File: src/rtl/rr_selector_arbiter_pkg.sv
// Shared constants for the round-robin selector arbiter: FSM encoding,
// default geometry and the active-low selector enable levels.
package rr_selector_arbiter_pkg;

  typedef enum logic {
    ST_IDLE = 1'b0,
    ST_XFER = 1'b1
  } state_e;

  localparam int SEL_W_DEF = 5;
  localparam int N_REQ_DEF = 32;

  localparam logic ENA_ON  = 1'b0;
  localparam logic ENA_OFF = 1'b1;

endpackage

File: src/rtl/rr_selector_arbiter_pick.sv
// Rotating-priority search: first requester after i_ptr, wrapping around
// so that i_ptr itself has the lowest priority.
module rr_priority_pick
  import rr_selector_arbiter_pkg::*;
#(
  parameter int N_REQ = N_REQ_DEF,
  parameter int SEL_W = SEL_W_DEF
) (
  input  logic [N_REQ-1:0] i_req,
  input  logic [SEL_W-1:0] i_ptr,
  output logic [SEL_W-1:0] o_winner,
  output logic             o_any
);

  logic [2*N_REQ-1:0] w_dbl;
  logic [N_REQ-1:0]   w_rot;
  logic [SEL_W:0]     w_shift;
  logic [SEL_W-1:0]   w_off;

  always_comb begin
    // Shift by ptr+1 (up to N_REQ), so bit 0 of w_rot is requester ptr+1.
    w_shift = {1'b0, i_ptr} + {{SEL_W{1'b0}}, 1'b1};
    w_dbl   = {i_req, i_req} >> w_shift;
    w_rot   = w_dbl[N_REQ-1:0];
    w_off   = '0;
    for (int i = N_REQ - 1; i >= 0; i--) begin
      if (w_rot[i]) w_off = SEL_W'(i);
    end
    // Modulo N_REQ comes for free from SEL_W-bit truncation.
    o_winner = i_ptr + SEL_W'(1) + w_off;
    o_any    = |i_req;
  end

endmodule

File: src/rtl/rr_selector_arbiter.sv
// Round-robin arbiter that grants the 32:1 word selector to one requester
// at a time and bursts up to MAX_BURST beats over a valid/ready handshake.
module rr_selector_arbiter
  import rr_selector_arbiter_pkg::*;
#(
  parameter int N_REQ     = N_REQ_DEF,
  parameter int SEL_W     = SEL_W_DEF,
  parameter int MAX_BURST = 4,
  parameter int CNT_W     = 4
) (
  input  logic             clk,
  input  logic             rst,
  input  logic [N_REQ-1:0] iReq,
  input  logic             iReady,
  output logic [SEL_W-1:0] oControl,
  output logic             oEna,
  output logic [N_REQ-1:0] oGrant,
  output logic             oValid,
  output logic             oLast,
  output state_e           oDbgState
);

  // Handshake: a beat transfers on a rising edge where oValid and iReady are
  // both high; oValid follows the grantee's request, and iReady may stay low
  // indefinitely without losing the grant.

  state_e           r_state;
  logic [SEL_W-1:0] r_cur;
  logic [SEL_W-1:0] r_ptr;
  logic [CNT_W-1:0] r_beat_cnt;

  logic [SEL_W-1:0] w_winner;
  logic             w_any;
  logic             w_xfer;
  logic             w_valid;
  logic             w_beat;
  logic             w_cnt_last;
  logic             w_end;
  logic [N_REQ-1:0] w_grant;

  rr_priority_pick #(
    .N_REQ(N_REQ),
    .SEL_W(SEL_W)
  ) u_pick (
    .i_req   (iReq),
    .i_ptr   (r_ptr),
    .o_winner(w_winner),
    .o_any   (w_any)
  );

  always_comb begin
    w_xfer     = (r_state == ST_XFER);
    w_valid    = w_xfer & iReq[r_cur];
    w_beat     = w_valid & iReady;
    w_cnt_last = (r_beat_cnt == CNT_W'(MAX_BURST - 1));
    // A withdrawn request ends the burst even if iReady is high.
    w_end      = w_xfer & ((w_beat & w_cnt_last) | ~iReq[r_cur]);
    w_grant    = '0;
    if (w_xfer) w_grant[r_cur] = 1'b1;
  end

  always_ff @(posedge clk) begin
    if (rst) begin
      r_state    <= ST_IDLE;
      r_cur      <= '0;
      r_ptr      <= SEL_W'(N_REQ - 1);
      r_beat_cnt <= '0;
    end else begin
      case (r_state)
        ST_IDLE: begin
          if (w_any) begin
            r_cur      <= w_winner;
            r_ptr      <= w_winner;
            r_beat_cnt <= '0;
            r_state    <= ST_XFER;
          end
        end
        ST_XFER: begin
          if (w_end) begin
            // ptr already equals cur, so the outgoing grantee ranks last.
            if (w_any) begin
              r_cur      <= w_winner;
              r_ptr      <= w_winner;
              r_beat_cnt <= '0;
            end else begin
              r_state <= ST_IDLE;
            end
          end else if (w_beat) begin
            r_beat_cnt <= r_beat_cnt + CNT_W'(1);
          end
        end
        default: r_state <= ST_IDLE;
      endcase
    end
  end

  assign oControl  = r_cur;
  assign oEna      = w_xfer ? ENA_ON : ENA_OFF;
  assign oGrant    = w_grant;
  assign oValid    = w_valid;
  assign oLast     = w_valid & w_cnt_last;
  assign oDbgState = r_state;

endmodule

File: config.mk
export PLATFORM = sky130hd
export DESIGN_NAME = rr_selector_arbiter
export DESIGN_NICKNAME = d
export VERILOG_FILES = /design/src/rtl/rr_selector_arbiter_pkg.sv /design/src/rtl/rr_selector_arbiter_pick.sv /design/src/rtl/rr_selector_arbiter.sv
export SDC_FILE = /design/constraint.sdc
export NUM_CORES = 1
export LEC_CHECK = 0
export ABC_AREA = 1
export CAP_MARGIN = 25
export CORE_MARGIN = 2
export CORE_UTILIZATION = 59
export CTS_BUF_LIST = sky130_fd_sc_hd__clkbuf_4
export DETAILED_ROUTE_END_ITERATION = 7
export MAX_ROUTING_LAYER = met4
export PLACE_DENSITY = 0.89
export SYNTH_ARGS = -nofsm -noshare
export SYNTH_HDL_FRONTEND = slang
export SYNTH_SLANG_ARGS = --single-unit
File: constraint.sdc
create_clock -name clk -period 8.6 [get_ports clk]
set_clock_uncertainty 0.1 [all_clocks]
set_input_delay 2.58 -clock clk [delete_from_list [all_inputs] [get_ports clk]]
set_output_delay 2.58 -clock clk [all_outputs]
set_load 0.01 [all_outputs]
==> impl_metrics.csv <==
group,metric,value,unit
power_and_ir_drop,leakage,2.043,nW
clock_network,h-tree-depth,1,
final_layout,design_area,4453,um2
synthesis,synth_nets,748,
routing,dr_wl_met2,6389,um
final_layout,syn2layout_area_growth,17.85,%
routing,met3_length,1337,um
global_route,grt_pass1_wl,22390,um
power_and_ir_drop,power_density,399.5,nW/um2
routing,drt_iter0_markers,699,
die,start_util,0.6020,
power_and_ir_drop,power.total,1.779,mW
clock_network,clkTransAtPathRegs,0.08,ns
timing,rsz0062_at_grt,"no",
min_path,min_from,"r_beat_cnt[1]$_SDFFE_PP0P_",
worst_setup_path,r2r_end,"r_ptr[4]$_SDFFE_PP1P_",
flow_run,max_cap_viol_count,0,
global_route,track_usage,0.3952,
die,rows,29,
routing,wirelength,13660,um
global_route,grt_max_degree,43,
die,core,6277,um2
clock_network,cts.path.max_buffers,2,
clock_network,cts.repair.resized,0,
synthesis,syn_avg_cell_area,5.345,um2
final_layout,drive_above_1_share,0.08632,
die,dieArea,7060,um2
synthesis,yosys-top-cells-area,"nand2_1, nand3_1, dfxtp_1, inv_1, nor2_1",
power_and_ir_drop,ir_worst_vdd,344.1,uV
min_path,min_to,"r_beat_cnt[1]$_SDFFE_PP0P_",
clock_network,clkLatencyLatePin,0.28,ns
placement,dp_hpwl,10690,um
timing,max_freq,135.1,MHz
worst_setup_path,end_kind,"output port",
min_path,hp-class,"reg -> reg",
final_layout,antenna_cells,0,
placement,pre_cts_ws,1.273,ns
global_route,grt_pass1_vias,4657,
timing,fin_ws,1.201,ns
global_route,antenna_found_initial,0,
routing,vias_per_cell,6.186,
clock_network,cts.root.buffer_cell,"clkbuf_4",
timing,final_hold_viol_count,0,
timing,tightest_slew,0.9207,ns
worst_setup_path,reg2reg_slack,3.67,ns
die,die_y,84.03,um
global_route,gr-total-overflow,0,
min_path,hold_depth,2,
die,ios,76,
worst_setup_path,start_kind,"primary input",
routing,wl_per_cell,16.46,um
routing,wl_met1,5380,um
die,die_w,84.03,um
routing,dr.pass1.iters,8,
clock_network,post-cts-setup-buffers,0,
routing,drc,0,
placement,gp_congestion,1.023,
clock_network,cts_buffers,3,
synthesis,ys_seq_area_frac,0.07947,
timing,period_share,0.8604,
synthesis,yosys_warnings,0,
clock_network,cts_hold_buf,0,
synthesis,yosys_register_bits,15,
routing,ant_nets,0,
routing,topRoutingLayerUsed,"met4",
final_layout,final_core_util,0.7094,
final_layout,final_nets,795,
timing,finalSetupViolCount,0,
placement,placed_area,4423,um2
synthesis,synth_top_cell_area_share,0.1987,
worst_setup_path,path_max_fanout,4,
timing,drv_slew,0,
synthesis,ys_types,44,
clock_network,cts_sinks,15,
run_status,status,"complete, no violations",
synthesis,synth_top_area_cell,"nand2_1",
placement,port_buffers,75,
worst_setup_path,rr_worst_depth,46,
timing,fin_setup_tns,0,ns
clock_network,cts_tree,"built",
synthesis,syn_inst,707,
routing,vias,5134,
worst_setup_path,cp.required,5.92,ns
timing,slew_headroom,0.3855,
synthesis,synth_area,3779,um2
worst_setup_path,cp.arrival,4.72,ns
worst_setup_path,r2r-start,"r_ptr[3]$_SDFFE_PP1P_",
worst_setup_path,crit_type,"in -> out",
timing,finalCriticalPeriod,7.399,ns
cells by family after synthesis:
logic type      Yosys count  share of synthesized area
buf+inv                 107                     0.1348
fa+ha+maj                 6                    0.02185
simple gates            479                     0.5887
mux                       4                    0.01060
xor+xnor                  2                   0.004637
compound gates           94                     0.1599
flops                    15                    0.07947
worst max path at each step:
stage          startpoint    end  slack, ns
6_report          iReq[4]  oLast       1.20
5_1_grt          iReq[22]  oLast       1.11
4_1_cts          iReq[18]  oLast       1.24
3_5_place_dp     iReq[16]  oLast       1.27
3_3_place_gp      iReq[1]  oLast       1.34
2_1_floorplan     iReq[0]  oLast       2.46
critical path: stages:
cell             delay (ns)
clkdlybuf4s50_1        0.49
a22oi_1                0.24
a31oi_1                0.11
nor4b_1                0.45
nand2_1                0.14
nand2_1                0.16
nor4_1                 0.07
clkdlybuf4s50_1        0.48
cells in the final DEF (no fill, tap or decap), types with 5 or more instances in the layout:
master,n
nand2_1,200
nand3_1,148
clkdlybuf4s50_1,75
inv_1,63
nor2_1,57
nand2_2,27
o21ai_0,19
nand3_2,18
o21a_1,15
dfxtp_1,15
a31oi_1,14
a21oi_1,13
nor3_1,11
nor4_1,11
a22oi_1,8
o211ai_1,7
o21ai_1,6
ha_1,5
buf_4,5
cells in the mapped netlist (all sizes together):
| cell | number |
|---|---|
| a21boi | 3 |
| a21oi | 13 |
| a221oi | 1 |
| a22o | 1 |
| a22oi | 8 |
| a311o | 1 |
| a311oi | 1 |
| a31oi | 14 |
| and3 | 1 |
| buf | 33 |
| clkbuf | 5 |
| clkinv | 1 |
| dfxtp | 15 |
| fa | 1 |
| ha | 5 |
| inv | 68 |
| mux2i | 4 |
| nand2 | 227 |
| nand3 | 166 |
| nand4 | 1 |
| nor2 | 57 |
| nor3 | 11 |
| nor4 | 11 |
| nor4b | 1 |
| o211ai | 7 |
| o21a | 15 |
| o21ai | 28 |
| o21bai | 1 |
| o221ai | 1 |
| or2 | 4 |
| xor2 | 2 |
through the flow:
step / instances / hold slack [ns]
global placement: 826 / 0.3641
finish: 830 / 0.3883
floorplan: 707 / 0.3489
global route: 830 / 0.4288
CTS: 830 / 0.3907
detailed placement: 826 / 0.3797
metal layers:
| metal | global-route usage | up-vias |
|---|---|---|
| met5 | - | - |
| met1 | 0.4845 | 2314 |
| met4 | 0.1569 | 0 |
| met2 | 0.6378 | 295 |
| li1 | - | 2464 |
| met3 | 0.07517 | 61 |
flip-flops by register name, summed over array words and instances (netlist names):
| register | flops |
|---|---|
| oControl | 5 |
| r_beat_cnt | 4 |
| r_ptr | 5 |
| oDbgState | 1 |
layout make-up:
| class | instances | area, um2 |
|---|---|---|
| Multi-Input combinational cell | 585 | 2969 |
| Timing Repair Buffer | 80 | 788.3 |
| Inverter | 69 | 269.0 |
| Tap cell | 77 | 96.34 |
| Clock buffer | 4 | 30.03 |
| Fill cell | 586 | 1824 |
| Sequential cell | 15 | 300.3 |
power by group:
| group | switching, mW | internal (mW) | total, mW |
|---|---|---|---|
| Combinational | 1.06 | 0.543 | 1.60 |
| Clock | 0.0204 | 0.0212 | 0.0416 |
| Sequential | 0.0447 | 0.0934 | 0.138 |
| Total | 1.12 | 0.658 | 1.78 |
Note: power is estimated with default switching activity, not from simulation.
